### src/rtl/sar_mag_search.sv
// -----------------------------------------------------------------------------
// sar_mag_search
//
// Binary-search engine that drives the A side of a W-bit magnitude comparator
// whose B side is tied to an unknown target. It presents a probe value on
// `guess`, reads back AeqB/AgtB/AltB in the same cycle, and narrows the search
// window [lo, hi] until the comparator reports equality. If the comparator
// misbehaves, the search ends with `err`. This covers flag combinations that
// are not one-hot, a window that cannot shrink further, and running out of
// probes.
//
// Ports
//   clk         rising-edge clock
//   rst_n       asynchronous active-low reset
//   start       begin a search (sampled only in IDLE)
//   AeqB        comparator: guess == target
//   AgtB        comparator: guess >  target
//   AltB        comparator: guess <  target
//   guess       registered probe value, drives comparator A
//   busy        high while probing
//   done        one-cycle pulse marking the end of a search
//   found       last search ended on equality
//   err         last search ended on protocol error or timeout
//   result      matched value, valid when found=1
//   probes      number of comparisons used by the last search
//   dbg_state_o current FSM state (0=IDLE, 1=PROBE, 2=DONE)
//
// Handshake: `start` is a single-cycle request. It is accepted only in IDLE.
// Requests made in PROBE or DONE are dropped, not queued. Completion is
// signalled by `done`, which is high for exactly one cycle. The status outputs
// (found/err/result/probes/guess) hold their values until the next accepted
// start.
// -----------------------------------------------------------------------------
module sar_mag_search #(
  parameter int W  = 4,
  parameter int CW = 3
) (
  input  logic          clk,
  input  logic          rst_n,
  input  logic          start,
  input  logic          AeqB,
  input  logic          AgtB,
  input  logic          AltB,
  output logic [W-1:0]  guess,
  output logic          busy,
  output logic          done,
  output logic          found,
  output logic          err,
  output logic [W-1:0]  result,
  output logic [CW-1:0] probes,
  output logic [1:0]    dbg_state_o
);

  typedef enum logic [1:0] {
    S_IDLE  = 2'd0,
    S_PROBE = 2'd1,
    S_DONE  = 2'd2
  } state_t;

  // First probe is the midpoint of the full range.
  localparam logic [W-1:0]  FIRST_GUESS = W'((2**W - 1) >> 1);
  // A consistent comparator needs at most W+1 probes.
  localparam logic [CW-1:0] MAX_PROBES  = CW'(W + 1);

  state_t        state_q,  state_d;
  logic [W-1:0]  guess_q,  guess_d;
  logic [W-1:0]  lo_q,     lo_d;
  logic [W-1:0]  hi_q,     hi_d;
  logic [W-1:0]  result_q, result_d;
  logic [CW-1:0] probes_q, probes_d;
  logic          found_q,  found_d;
  logic          err_q,    err_d;

  logic [CW-1:0] probes_inc;
  logic [W-1:0]  guess_dec;
  logic [W-1:0]  guess_inc;
  // Window sums are formed one bit wider so the midpoint never wraps.
  logic [W:0]    sum_gt;
  logic [W:0]    sum_lt;

  always_ff @(posedge clk or negedge rst_n) begin
    if (!rst_n) begin
      state_q  <= S_IDLE;
      guess_q  <= '0;
      lo_q     <= '0;
      hi_q     <= '0;
      result_q <= '0;
      probes_q <= '0;
      found_q  <= 1'b0;
      err_q    <= 1'b0;
    end else begin
      state_q  <= state_d;
      guess_q  <= guess_d;
      lo_q     <= lo_d;
      hi_q     <= hi_d;
      result_q <= result_d;
      probes_q <= probes_d;
      found_q  <= found_d;
      err_q    <= err_d;
    end
  end

  always_comb begin
    state_d    = state_q;
    guess_d    = guess_q;
    lo_d       = lo_q;
    hi_d       = hi_q;
    result_d   = result_q;
    probes_d   = probes_q;
    found_d    = found_q;
    err_d      = err_q;

    probes_inc = probes_q + CW'(1);
    guess_dec  = guess_q - W'(1);
    guess_inc  = guess_q + W'(1);
    // Target is below guess: the new window is [lo, guess-1].
    sum_gt     = {1'b0, lo_q} + {1'b0, guess_dec};
    // Target is above guess: the new window is [guess+1, hi].
    sum_lt     = {1'b0, guess_inc} + {1'b0, hi_q};

    unique case (state_q)
      S_IDLE: begin
        if (start) begin
          lo_d     = '0;
          hi_d     = '1;
          guess_d  = FIRST_GUESS;
          probes_d = '0;
          found_d  = 1'b0;
          err_d    = 1'b0;
          state_d  = S_PROBE;
        end
      end

      S_PROBE: begin
        probes_d = probes_inc;
        unique case ({AeqB, AgtB, AltB})
          3'b100: begin
            // Equality wins even on the last allowed probe.
            result_d = guess_q;
            found_d  = 1'b1;
            state_d  = S_DONE;
          end
          3'b010: begin
            // guess == lo means the target would lie below the window.
            if (probes_inc == MAX_PROBES || guess_q == lo_q) begin
              err_d   = 1'b1;
              state_d = S_DONE;
            end else begin
              hi_d    = guess_dec;
              guess_d = W'(sum_gt >> 1);
            end
          end
          3'b001: begin
            // guess == hi means the target would lie above the window.
            if (probes_inc == MAX_PROBES || guess_q == hi_q) begin
              err_d   = 1'b1;
              state_d = S_DONE;
            end else begin
              lo_d    = guess_inc;
              guess_d = W'(sum_lt >> 1);
            end
          end
          default: begin
            // No flag or more than one flag: the comparator is not one-hot.
            err_d   = 1'b1;
            state_d = S_DONE;
          end
        endcase
      end

      S_DONE: begin
        state_d = S_IDLE;
      end

      default: begin
        state_d = S_IDLE;
      end
    endcase
  end

  assign guess       = guess_q;
  assign result      = result_q;
  assign probes      = probes_q;
  assign found       = found_q;
  assign err         = err_q;
  assign busy        = (state_q == S_PROBE);
  assign done        = (state_q == S_DONE);
  assign dbg_state_o = state_q;

endmodule
### config.mk
export PLATFORM = sky130hd
export DESIGN_NAME = sar_mag_search
export DESIGN_NICKNAME = d
export VERILOG_FILES = /design/src/rtl/sar_mag_search.sv
export SDC_FILE = /design/constraint.sdc
export NUM_CORES = 1
export LEC_CHECK = 0
export BUFFER_PORTS_ARGS = -buffer_cell sky130_fd_sc_hd__buf_2
export CORE_MARGIN = 2
export CORE_UTILIZATION = 45
export CTS_BUF_LIST = sky130_fd_sc_hd__clkbuf_4 sky130_fd_sc_hd__clkbuf_8 sky130_fd_sc_hd__clkbuf_16
export CTS_CLUSTER_SIZE = 24
export DETAILED_ROUTE_END_ITERATION = 8
export GPL_TIMING_DRIVEN = 1
export MAX_ROUTING_LAYER = met4
export PLACE_DENSITY = 0.65
export SLEW_MARGIN = 15
export SYNTH_ARGS = -nofsm -noshare
export SYNTH_HDL_FRONTEND = slang
export SYNTH_SLANG_ARGS = --single-unit
### constraint.sdc
create_clock -name clk -period 5.1 [get_ports clk]
set_input_delay 1.02 -clock clk [delete_from_list [all_inputs] [get_ports clk]]
set_output_delay 1.02 -clock clk [all_outputs]
set_load 0.02 [all_outputs]
Yosys cells after proc, flatten, opt, wreduce, memory -nomap -nowiden
Cells that the tools add are included.
- equal/unequal tests: 20
- mux-type cells: 27
- add/subtract/negate cells: 5
- reduce and logical (&&, ||, !) cells: 12
- operators with widths (cell ; number):
    4-bit two-way mux ; 9
    4-bit case mux with 2 select lines ; 4
    3-bit inequality test (second input constant) ; 4
    4-bit by 4-bit adder with 5-bit output ; 2
    5-bit AND reduction ; 2
    4-bit == test ; 2
    2-bit inequality test (second input constant) ; 4
    2-bit case mux with 2 select lines ; 2
    4-bit AND reduction ; 2
    3-bit == test (second input constant) ; 2
    2-bit two-way mux ; 3
    2-bit by 1-bit inequality test with 1-bit output (second input constant) ; 3
    3-bit case mux with 2 select lines ; 1
    3-bit AND reduction ; 2
    4-bit by 1-bit adder with 4-bit output (second input constant) ; 1
    1-bit two-way mux ; 4
    1-bit case mux with 2 select lines ; 2
    2-bit AND reduction ; 2
    4-bit by 1-bit subtractor with 4-bit output (second input constant) ; 1
    3-bit by 1-bit adder with 3-bit output (second input constant) ; 1
    3-bit by 1-bit == test with 1-bit output (second input constant) ; 1
    3-bit by 2-bit == test with 1-bit output (second input constant) ; 1
    3-bit two-way mux ; 1
    3-bit by 1-bit inequality test with 1-bit output (second input constant) ; 1
    other kinds (6) ; 7
- flip-flop bits (word level): 23
- output and inout bits: 17
- input bits: 6
- word-level logic and storage cells: 72

Longest topological paths before layout
- depth after elaboration: 6
- gate-level depth with buffers: 9
- mapped depth without buffers: 9

Worst setup path before layout
OpenSTA, ideal clock, no wires.
- kind: register -> register
- start point: register guess_q[0] (netlist: guess[0])
- end point: register guess_q[3] (netlist: guess[3])
- path buffers: 0
- library setup time: 0.125 ns
- setup slack: 2.727 ns
- arrival: 2.248 ns
- clock period less this slack: 2.373 ns
- cell stages (with the launch flop): 9
- data required time: 4.975 ns
- cell sequence: dfrtp_1 inv_1 ha_1 inv_1 fa_1 a21o_1 a211oi_1 a211oi_1 mux2_4
- word-level cells in the longest chain between the ends: 5
- elaborated cells between the ends (all ways): 15
- classes of those cells: 4 x add/sub; 4 x eq/ne; 4 x mux; 3 x reduce/logical
- ends and longest elaborated chain (element ; line ; source):
    from (decl) ; 66 ; logic [W-1:0] guess_q, guess_d;
    from (signal assigned) ; 93 ; guess_q <= guess_d;
    4-bit by 1-bit adder with 4-bit output or 4-bit by 1-bit subtractor with 4-bit output (tied branches) ; 115, 114 ;
    4-bit by 4-bit adder with 5-bit output (on tied branches) ; 119, 117 ;
    4-bit two-way mux (on tied branches) ; 155, 145 ;
    4-bit case mux with 2 select lines ; 136 ; unique case ({AeqB, AgtB, AltB})
    4-bit case mux with 2 select lines ; 121 ; unique case (state_q)
Parallel ways exist; a longest one is shown, timed or not. The select of a mux whose other input is x is not followed.
A chain may end at the register's enable or synchronous reset.

Worst setup path after layout
Same ends and word-level chain as after synthesis.

==> impl_metrics.json <==
{
  "final_common_cell": "dfrtp_1",
  "clock-sinks": 23,
  "drive_gt1_share_pct": 21.3,
  "tightest_slew_ns": 1.04,
  "cts_buffer_depth": 2,
  "final_nets": 197,
  "crit_slowest_cell": "dfrtp_1",
  "antenna_cells": 0,
  "htreeDepth": 1,
  "final_cell_mix": "23 x dfrtp_1, 22 x buf_2, 14 x ha_1, 12 x inv_1, 12 x nand2_1",
  "fin_setup_tns_ns": 0,
  "cts_root_buf": "clkbuf_4",
  "cp.required_ns": 5.31,
  "rows": 21,
  "final_util_pct": 51.9,
  "status": "finished clean",
  "die_h_um": 62.8,
  "syn_nets": 174,
  "synth-edff-count": 0,
  "hp-class": "reg2reg",
  "holdWs_ns": 0.492,
  "post-synth-top-area-cell": "dfrtp_1",
  "initial_core_util_pct": 46.6,
  "leakage_nw": 0.828,
  "cts-resized-gates": 0,
  "netlist.area_leader.share_pct": 37.0,
  "grt_pass1_wl_um": 5800,
  "timing.final.crit_share_pct": 50.7,
  "cts_hold_buf": 0,
  "place_congestion": 0.929,
  "setup_viol": 0,
  "final_max_slew_viol_count": 0,
  "syn_avg_cell_area_sq_um": 10.2,
  "setup_slack_ns": 2.51,
  "fmax_mhz": 387,
  "drt_first_pass_iters": 4,
  "vias_per_cell": 5.29,
  "arrival_ns": 2.80,
  "synthArstFlopShare_pct": 100,
  "seq_area_frac_synth_pct": 37.0,
  "rsz0062_at_grt": "no",
  "synth_area_leaders": "dfrtp_1 37%, ha_1 11%, xnor2_1 5.1%",
  "skew_ns": 0.00295,
  "insertion_delay_ns": 0.31,
  "start_kind": "register",
  "ys_warn_count": 0,
  "crit_fanout": 7,
  "fp.dieW_um": 62.8,
  "detail_route.drc_violations": 0,
  "relSlewSlack_pct": 30.2,
  "ant_nets": 0,
  "wirelength_um": 3260,
  "core-area_sq_mm": 0.00334,
  "drv_cap": 0,
  "max-vdd-ir-drop_mv": 0.310,
  "drt_iter0_drc": 34,
  "finalCriticalPeriod_ns": 2.59,
  "grt_max_degree": 24,
  "wl_per_cell_um": 14.8,
  "numCtsBuffers": 3,
  "worst_path_dominant_cell_family": "adder cells",
  "hold_viol": 0,
  "die-area_sq_mm": 0.00394,
  "powerDensity_mw_per_mm2": 621,
  "overflow": 0,
  "clk_pin_slew_ns": 0.12,
  "crit_chain": "inv_1 > ha_1 > inv_1 > fa_1 > a21o_1 > a211oi_1 > a211oi_1 > mux2_4",
  "pre_cts_slack_ns": 2.24,
  "vias": 1164,
  "io_pins": 23,
  "cts_setup_buffers": 0,
  "synth.distinct_cells": 45,
  "hpwl_um": 2560,
  "grt_pass1_vias": 1188,
  "antenna_found_initial": 0,
  "end_kind": "register",
  "area_growth_syn_to_layout_pct": 11.3,
  "track_usage_pct": 19.3,
  "tritoncts": "yes",
  "path_class": "reg2reg",
  "portBuffers": 22,
  "synth_ff_type": "dfrtp_1",
  "critPathBufInv": 2,
  "syn_area_sq_mm": 0.00156,
  "syn_inst": 152,
  "ys_ff_latch": 23,
  "slowest_delay_ns": 0.53
}
## metrics by stage
step | cell area (sq um) | instances | total power [mW]
after floorplan | 1560 | 152 | 0.801
after global placement | 1700 | 216 | 0.962
after detailed placement | 1700 | 216 | 0.988
after CTS | 1730 | 220 | 1.09
after global routing | 1730 | 220 | 1.18
final | 1730 | 220 | 1.07
## where the power goes
part,switching (mW),total (mW),internal [mW]
sequential,0.0751,0.318,0.243
clock,0.0541,0.0900,0.0359
combinational,0.398,0.666,0.268
total,0.528,1.07,0.547
## final cells by class
cell class | instances | area [sq um]
multi-input combinational | 112 | 910
tap | 46 | 57.6
timing repair buffer | 22 | 110
clock buffer | 4 | 30.0
inverter | 13 | 48.8
sequential | 23 | 576
fill | 321 | 1610
## logic make-up after synthesis
kind of cell             count (synthesis)  synth area share, %
AO/OA/AOI/OAI                           31                 14.6
XOR/XNOR                                15                 8.45
adder cells (fa/ha/maj)                 16                 13.8
buffers and inverters                   17                 4.50
flip-flops                              23                 37.0
multiplexers                             9                 6.36
AND/OR/NAND/NOR                         41                 15.2
## flip-flops by register name, summed over array words and instances (netlist names)
register / count
lo_q: 4
probes: 3
result: 4
err: 1
hi_q: 4
found: 1
dbg_state_o: 2
guess: 4
## worst paths after layout
check | slack, ns | cells after the start | to | startpoint
min in group asynchronous | 0.67 | 1 | hi_q[3] | rst_n
min | 0.49 | 2 | result[0] | result[0]
max reg2reg | 2.51 | 8 | guess[3] | guess[0]
max | 2.51 | 8 | guess[3] | guess[0]
min reg2reg | 0.49 | 2 | result[0] | result[0]
max in group asynchronous | 4.08 | 1 | probes[2] | rst_n
## tightest hold or removal path, delay by kind of cell, from the launching register on
family             cells  cell delay [ns]
and+or+nand+nor        1             0.04
DFF                    1             0.36
AOI/OAI and AO/OA      1             0.06
## layer usage
layer	wire length (um)	GRT usage [%]	part of all wire [%]	vias up
li1	-	-	-	563
met1	1480	25.6	46	564
met2	1600	31.2	49	33
met3	141	2.16	4.3	4
met4	32	5.83	0.98	0
met5	0	-	0	-
## cells in the mapped netlist, types with 3 or more instances
master / n
a211oi_1: 4
a21oi_1: 5
dfrtp_1: 23
ha_1: 14
inv_1: 12
mux2i_1: 5
nand2_1: 12
nand3_1: 4
nor2_1: 7
nor3b_1: 3
o21ai_0: 9
xnor2_1: 9
xor2_1: 6
Note: power is estimated with default switching activity, not from simulation.
